[config.mk]
export PLATFORM = sky130hd
export DESIGN_NAME = loop3_result_drain
export DESIGN_NICKNAME = d
export VERILOG_FILES = /design/src/rtl/jjh_drain_pkg.sv /design/src/rtl/requant_lane.sv /design/src/rtl/loop3_result_drain.sv
export SDC_FILE = /design/constraint.sdc
export NUM_CORES = 1
export LEC_CHECK = 0
export ABC_AREA = 0
export BUFFER_PORTS_ARGS = -buffer_cell sky130_fd_sc_hd__buf_2
export CORE_AREA = 2 2 429 431
export DETAILED_ROUTE_END_ITERATION = 8
export DIE_AREA = 0 0 431 433
export HOLD_SLACK_MARGIN = 0.06
export PLACE_DENSITY_LB_ADDON = 0.08
export SYNTH_ARGS = -nofsm -noshare
export SYNTH_HDL_FRONTEND = slang
export SYNTH_SLANG_ARGS = --single-unit
[constraint.sdc]
create_clock -name clk -period 2.85 [get_ports clk]
set_input_delay 0.1425 -clock clk [delete_from_list [all_inputs] [get_ports clk]]
set_output_delay 0.1425 -clock clk [all_outputs]
set_load 0.02 [all_outputs]
[src/rtl/jjh_drain_pkg.sv]
// rtl/jjh_drain_pkg.sv - shared sizes, drain FSM states and the requant rule
package jjh_drain_pkg;

  localparam int LANES      = 64;
  localparam int IN_W       = 16;
  localparam int OUT_W      = 8;
  localparam int BEAT_LANES = 8;
  localparam int BEATS      = LANES / BEAT_LANES;
  localparam int SHIFT_DEF  = 4;

  typedef enum logic {
    IDLE,
    DRAIN
  } state_e;

  // ReLU, arithmetic shift, then clamp to the unsigned output range.
  function automatic logic [OUT_W-1:0] requant(input logic signed [IN_W-1:0] x,
                                               input int shift);
    logic signed [IN_W-1:0] y;
    y = x >>> shift;
    if (x[IN_W-1]) return '0;
    if (|y[IN_W-1:OUT_W]) return '1;
    return y[OUT_W-1:0];
  endfunction

endpackage

[src/rtl/requant_lane.sv]
// rtl/requant_lane.sv - one lane of ReLU + shift-and-saturate requantization
module requant_lane
  import jjh_drain_pkg::*;
#(
  parameter int SHIFT = SHIFT_DEF
) (
  input  logic [IN_W-1:0]  x_i,
  output logic [OUT_W-1:0] y_o
);

  assign y_o = requant(x_i, SHIFT);

endmodule

[src/rtl/loop3_result_drain.sv]
// rtl/loop3_result_drain.sv - captures one accumulated vector and drains it as
// eight requantized beats, stalling the accumulator while the buffer is full
module loop3_result_drain
  import jjh_drain_pkg::*;
#(
  parameter int SHIFT = SHIFT_DEF
) (
  input  logic                          clk,
  input  logic                          rst,
  input  logic                          in_v,
  input  logic [LANES*IN_W-1:0]         in_data,
  output logic                          halt,
  output logic                          out_v,
  input  logic                          out_ready,
  output logic [BEAT_LANES*OUT_W-1:0]   out_data,
  output logic                          out_last,
  output logic                          busy
);

  localparam int BEAT_W  = $clog2(BEATS);
  localparam int SLICE_W = BEAT_LANES * IN_W;
  localparam logic [BEAT_W-1:0] LAST_BEAT = BEAT_W'(BEATS - 1);

  state_e                  state_q, state_d;
  logic [BEAT_W-1:0]       beat_cnt_q, beat_cnt_d;
  logic [LANES*IN_W-1:0]   buf_q, buf_d;
  logic                    last_hs;
  logic [SLICE_W-1:0]      beat_slice;

  always_ff @(posedge clk or negedge rst) begin
    if (!rst) begin
      state_q    <= IDLE;
      beat_cnt_q <= '0;
      buf_q      <= '0;
    end else begin
      state_q    <= state_d;
      beat_cnt_q <= beat_cnt_d;
      buf_q      <= buf_d;
    end
  end

  always_comb begin
    state_d    = state_q;
    beat_cnt_d = beat_cnt_q;
    buf_d      = buf_q;
    out_v      = 1'b0;
    halt       = 1'b0;
    out_last   = 1'b0;
    last_hs    = 1'b0;
    case (state_q)
      IDLE: begin
        if (in_v) begin
          buf_d      = in_data;
          beat_cnt_d = '0;
          state_d    = DRAIN;
        end
      end
      DRAIN: begin
        out_v    = 1'b1;
        out_last = (beat_cnt_q == LAST_BEAT);
        last_hs  = out_last && out_ready;
        // Releasing halt on the final handshake lets a waiting vector land
        // on the same edge, so back-to-back vectors have no bubble.
        halt     = !last_hs;
        if (out_ready) beat_cnt_d = beat_cnt_q + 1'b1;
        if (last_hs) begin
          if (in_v) begin
            buf_d      = in_data;
            beat_cnt_d = '0;
          end else begin
            state_d = IDLE;
          end
        end
      end
      default: state_d = IDLE;
    endcase
  end

  assign busy       = (state_q == DRAIN);
  assign beat_slice = buf_q[int'(beat_cnt_q) * SLICE_W +: SLICE_W];

  for (genvar j = 0; j < BEAT_LANES; j++) begin : g_lane
    requant_lane #(
      .SHIFT(SHIFT)
    ) u_requant (
      .x_i(beat_slice[j*IN_W +: IN_W]),
      .y_o(out_data[j*OUT_W +: OUT_W])
    );
  end

endmodule

; ---- Word-level counts from Yosys, hierarchy flattened
; Index checks and enable logic that the tools add are counted.
[classes]
add_sub_neg = 1
n_eq_ne = 3
shifts = 1
muxes = 70
bitwise_logic = 1
reduce_logical = 10
[op_table]
columns = op, count
row1 = 1024-bit 2-to-1 mux, 2
row2 = 1024-bit case mux with 2 select lines, 1
row3 = 1024-bit by 11-bit indexed part select with 128-bit output, 1
row4 = 8-bit 2-to-1 mux, 32
row5 = 4-bit OR reduction, 8
row6 = 1-bit 2-to-1 mux, 29
row7 = 3-bit 2-to-1 mux, 4
row8 = 3-bit case mux with 2 select lines, 1
row9 = 3-bit by 1-bit adder with 3-bit output (second input constant), 1
row10 = 3-bit == test (second input constant), 1
row11 = 2-bit by 1-bit != test with 1-bit output (second input constant), 1
row12 = 2-bit != test (second input constant), 1
row13 = 1-bit case mux with 2 select lines, 1
row14 = 1-bit logical AND, 1
row15 = 1-bit logical NOT, 1
row16 = 1-bit inverter, 1
[word_totals]
ff_bits = 1028
inputBits = 1028
out_inout_bits = 68
word_cells = 89

; ---- Longest topological paths before layout
[depth]
ltp_word = 6
ltp_mapped = 8
mapped_depth_nobuf = 5

; ---- Modules after synthesis
; From an unflattened synthesis, not the netlist that was laid out.
[unflattened]
cells_unflattened = 2787
area_unflattened_um2 = 48236.3
[modules_own_cells]
columns = module, n_inst, cells_per_inst, area_per_inst_um2
row1 = loop3_result_drain, 1, 2635, 47495.6
row2 = requant_lane, 8, 19, 92.6

; ---- Least setup slack after synthesis
; OpenSTA, ideal clock, no wires.
[synth_timing]
kind = register to register
start = register beat_cnt_q[0]
end = register buf_q[1000]
setup_time_ns = 0.125
arrival_time_ns = 2.438
path_slack_ns = 0.287
stages_incl_launch_ff = 9
path_cell_list = dfrtp_1 -> ha_1 -> ha_1 -> a21boi_0 -> nand2b_1 -> buf_2 -> buf_2 -> buf_2 -> mux2_2
[synth_between]
elab_chain_cells = 3
[synth_lines]
columns = item, line
row1 = from (decl), loop3_result_drain.sv:25  ; logic [BEAT_W-1:0] beat_cnt_q, beat_cnt_d;
row2 = from (signal assigned), loop3_result_drain.sv:37  ; beat_cnt_q <= beat_cnt_d;
row3 = 3-bit == test, loop3_result_drain.sv:60  ; out_last = (beat_cnt_q == LAST_BEAT);
row4 = 1-bit logical AND, loop3_result_drain.sv:61  ; last_hs = out_last && out_ready;
row5 = 2-bit by 1-bit != test with 1-bit output (no source line), n/a
row6 = to (signal assigned), loop3_result_drain.sv:38  ; buf_q <= buf_d;
row7 = to (decl), loop3_result_drain.sv:26  ; logic [LANES*IN_W-1:0] buf_q, buf_d;
; Every way passes these cells.
; A chain may end at the register's enable or synchronous reset.

; ---- Worst setup path after layout
[layout_timing]
start = register beat_cnt_q[1]
end = output out_data[22]
[layout_between]
elab_chain_cells = 6
[layout_lines]
columns = item, line
row1 = 1024-bit by 11-bit indexed part select with 128-bit output *, loop3_result_drain.sv:80  ; assign beat_slice = buf_q[int'(beat_cnt_q) * SLICE_W +: SLICE_W];
row2 = 4-bit OR reduction, jjh_drain_pkg.sv:22  ; if (|y[IN_W-1:OUT_W]) return '1;
row3 = 1-bit 2-to-1 mux (2 in series), jjh_drain_pkg.sv:22
row4 = 8-bit 2-to-1 mux, jjh_drain_pkg.sv:23  ; return y[OUT_W-1:0];
row5 = 8-bit 2-to-1 mux *, jjh_drain_pkg.sv:22
row6 = to (decl), loop3_result_drain.sv:15  ; output logic [BEAT_LANES*OUT_W-1:0] out_data,
; Mark *: on every way between the ends. The rest lies on a longest branch, timed or not. The select of a mux whose other input is x is not followed.

==> results.md <==
- Slew HR: 54.1%
- Yosys top cell by area: dfrtp_1
- Routability cong.: slightly below 0.8
- Worst path slowest cell: dfrtp_4
- Clk sink count: approximately 770
- WHS: between 150 and 200 ps
- Pwr Total: approximately 60 mW
- Fillcell total: between 15000 and 20000
- Finished Core Util: a little under a third
- Worst EP arrival: roughly 3200 ps
- Hold Path Class: in -> async
- Worst-Margin Slew: between 600 and 700 ps
- # setup viols final: 64
- Layout cells sized above 1: about 56%
- IO Pins: about 1100
- Wire per inst: 22.9 um
- PwrDens: ~1100 nW/um2
- Mean post-synth cell area: roughly 16 um2
- Commonest cells after routing, fill and taps aside: buf_2 (798), mux2_2 (773), dlygate4sd3_1 (772), dfrtp_1 (769), mux4_2 (159)
- Post-route cell area: around 56000 um2
- Clock tree buffer depth: 3
- Full die area: about 190000 um2
- DR DRC count: 0
- Initial antenna violation count: 71
- Die Y: roughly 430 um
- Vias in the first global route: approximately 30000
- Pre-antenna DRT Iters: 4
- DP Worst Slack: -87.6 ps
- CP Class: reg -> out
- Placed instance area: 42400 um2
- Tmin final: between 3000 and 4000 ps
- Via Count: about 26000
- Critical Path RT: 2710 ps
- Clock Skew: roughly 26 ps
- WP buf/inv: 5
- Yosys warning count: 0
- H-tree levels: 3
- Worst stage delay on the critical path: ~500 ps
- Initial Utilization: 18.9%
- Status: finished with violations
- Failing checks: negative setup slack
- Initial DRC Count: about 870
- Die W: between 400 and 500 um
- Post-Syn Nets: 3152
- Flip-flop and latch area: approximately 19000 um2
- CP Cell Sequence: buf_6 > buf_6 > buf_12 > mux4_2 > mux2_4 > nor4_4 > buf_6 > a31oi_4 > buf_6
- Largest net degree at the start of global routing: 112
- CTS tree: built
- Final layout net count: between 4000 and 5000
- Worst reg2reg startpoint: beat_cnt_q[1]$_DFFE_PN0P_
- Final TNS setup: -23460 ps
- Number of cells on the critical path: 9
- Worst VDD drop: just over 0.9 mV
- Seq/Total Area, Yosys: a little under three fifths
- Most common cell after layout, fill and taps aside: buf_2
- Clock latency at the later pin of the worst-skew pair: 720 ps
- Setup crit start kind: flip-flop
- Crit-path most repeated cell: buf_6
- Final worst path period share: 115%
- Core area: around 180000 um2
- IO Port Bufs: about 840
- GRT Overall Usage: around 15%
- First-pass GRT wire length: ~210 mm
- Clock Tree Root: clkbuf_16
- Synthesized flop and latch total: approximately 770
- Site Rows: roughly 160
- Area of the mapped netlist: 34400 um2
- Max-slew violations: 0
- Area of the multi-input gates: between 15000 and 20000 um2
- Synth area leaders: dfrtp_1 (56%), mux2_2 (26%), mux4_2 (10%), mux2i_1 (1.9%), buf_2 (1.8%)
- Layout area overhead: 62.2%
- Reg-to-reg endpoint: buf_q[106]$_DFFE_PN0P_
- Non-Filler Instances: 6400
- Syn Inst Count: about 2100
- Total of max-cap violations: 0
- Setup ws final: -438 ps
- R2R depth: 11
- Delay-heaviest family, CP: buffers and inverters
- Total Wirelength: 147 mm
- RSZ-0062 raised after global routing: yes
- Reg clk slew, reported paths: around 60 ps
- DP HPWL: 107 mm
- F_max: between 300 and 400 MHz
- Hold Fails Final Rpt: 0
- Reg2Reg Setup Slack: about 90 ps
- CP Capture Type: primary output
- Leakage: approximately 25 nW
- Total grt overflow: 0
- Post-Place Cells: about 5300
- Post-DRT Antenna Nets: 0
- Synth cell types: 29
- Critical path fanouts, max: 8
- Via-to-Cell Ratio: just over 4
- Setup crit end: out_data[22]
- Top-area cell type share of the netlist area: a little under three fifths
- Beginning of the critical path: beat_cnt_q[1]$_DFFE_PN0P_
- Cts bufs inserted: 103
==> registers in the layout, indices dropped and copies added (netlist names) <==
signal and count:
beat_cnt_q 3, buf_q 768, busy 1
==> tightest hold or removal path, cell delays in order <==
cell	delay (ps)
dlygate4sd3_1	560
buf_8	270
buf_16	250
==> power breakdown <==
group,internal [mW],total [mW],leakage [nW],switching [mW]
registers,16.4,19.1,9.40,2.72
clock network,7.87,13.1,1.67,5.21
logic,14.9,27.8,13.6,12.9
total,39.2,60.0,24.7,20.8
==> layout make-up <==
class,instances,share of cell area (%)
diodes,41,0.184
repair buffers,1810,26.8
clock buffers,166,5.65
multi-input cells,1207,27.0
well taps,2385,5.34
flip-flops and latches,772,34.6
clock inverters,19,0.397
==> worst min-delay path by stage <==
stage            startpoint                   endpoint  slack, ps  cells after the start
2_1_floorplan           rst  beat_cnt_q[0]$_DFFE_PN0P_       -150                      0
3_3_place_gp            rst     buf_q[364]$_DFFE_PN0P_        140                      1
3_5_place_dp            rst     buf_q[492]$_DFFE_PN0P_        150                      1
4_1_cts        in_data[648]     buf_q[648]$_DFFE_PN0P_         80                      3
5_1_grt        in_data[280]     buf_q[280]$_DFFE_PN0P_        120                      3
6_report                rst     buf_q[364]$_DFFE_PN0P_        160                      3
==> repair_timing <==
item / 4_1_cts / 5_1_grt
endpoints found under the hold margin: 1294 / 0
setup endpoints to repair: 64 / 600
hold buffers: 773 / 0
pin swaps: 12 / 17
cloned: 6 / 13
setup buffers: 31 / 24
gates resized for setup: 136 / 113
==> cell usage after synthesis <==
master / count
a21boi_0: 1
nor4_4: 8
or2_2: 2
buf_6: 1
o21bai_1: 8
buf_2: 126
buf_1: 1
mux2_2: 785
nor2_1: 32
dfrtp_1: 772
mux2i_1: 65
buf_4: 5
nand2b_1: 2
and2_1: 1
nand2_1: 1
nor3_1: 40
a21oi_1: 1
mux4_2: 156
mux4_1: 4
or2b_1: 1
a31oi_1: 64
o22ai_1: 8
o311ai_0: 8
ha_1: 2
o21ai_0: 8
buf_12: 1
o32ai_1: 8
a22o_1: 2
clkbuf_1: 9
==> layer usage <==
metal,track usage (%),share of wire (%)
met1,18.3,41
met2,26.5,51
met4,4.49,2.5
met3,3.77,5.1
met5,0,0.15
==> kinds of logic (layout without fill, tap and decap cells) <==
group,after synthesis,count (layout),synth area share (%)
other,0,41,0
buffers and inverters,143,1995,2.14
muxes,1010,1010,38.1
and+or+nand+nor,87,87,1.55
AOI/OAI and AO/OA,108,108,2.09
DFF,772,772,56.1
adders and majority gates,2,2,0.0726
Power figures use the tool's default switching activity.
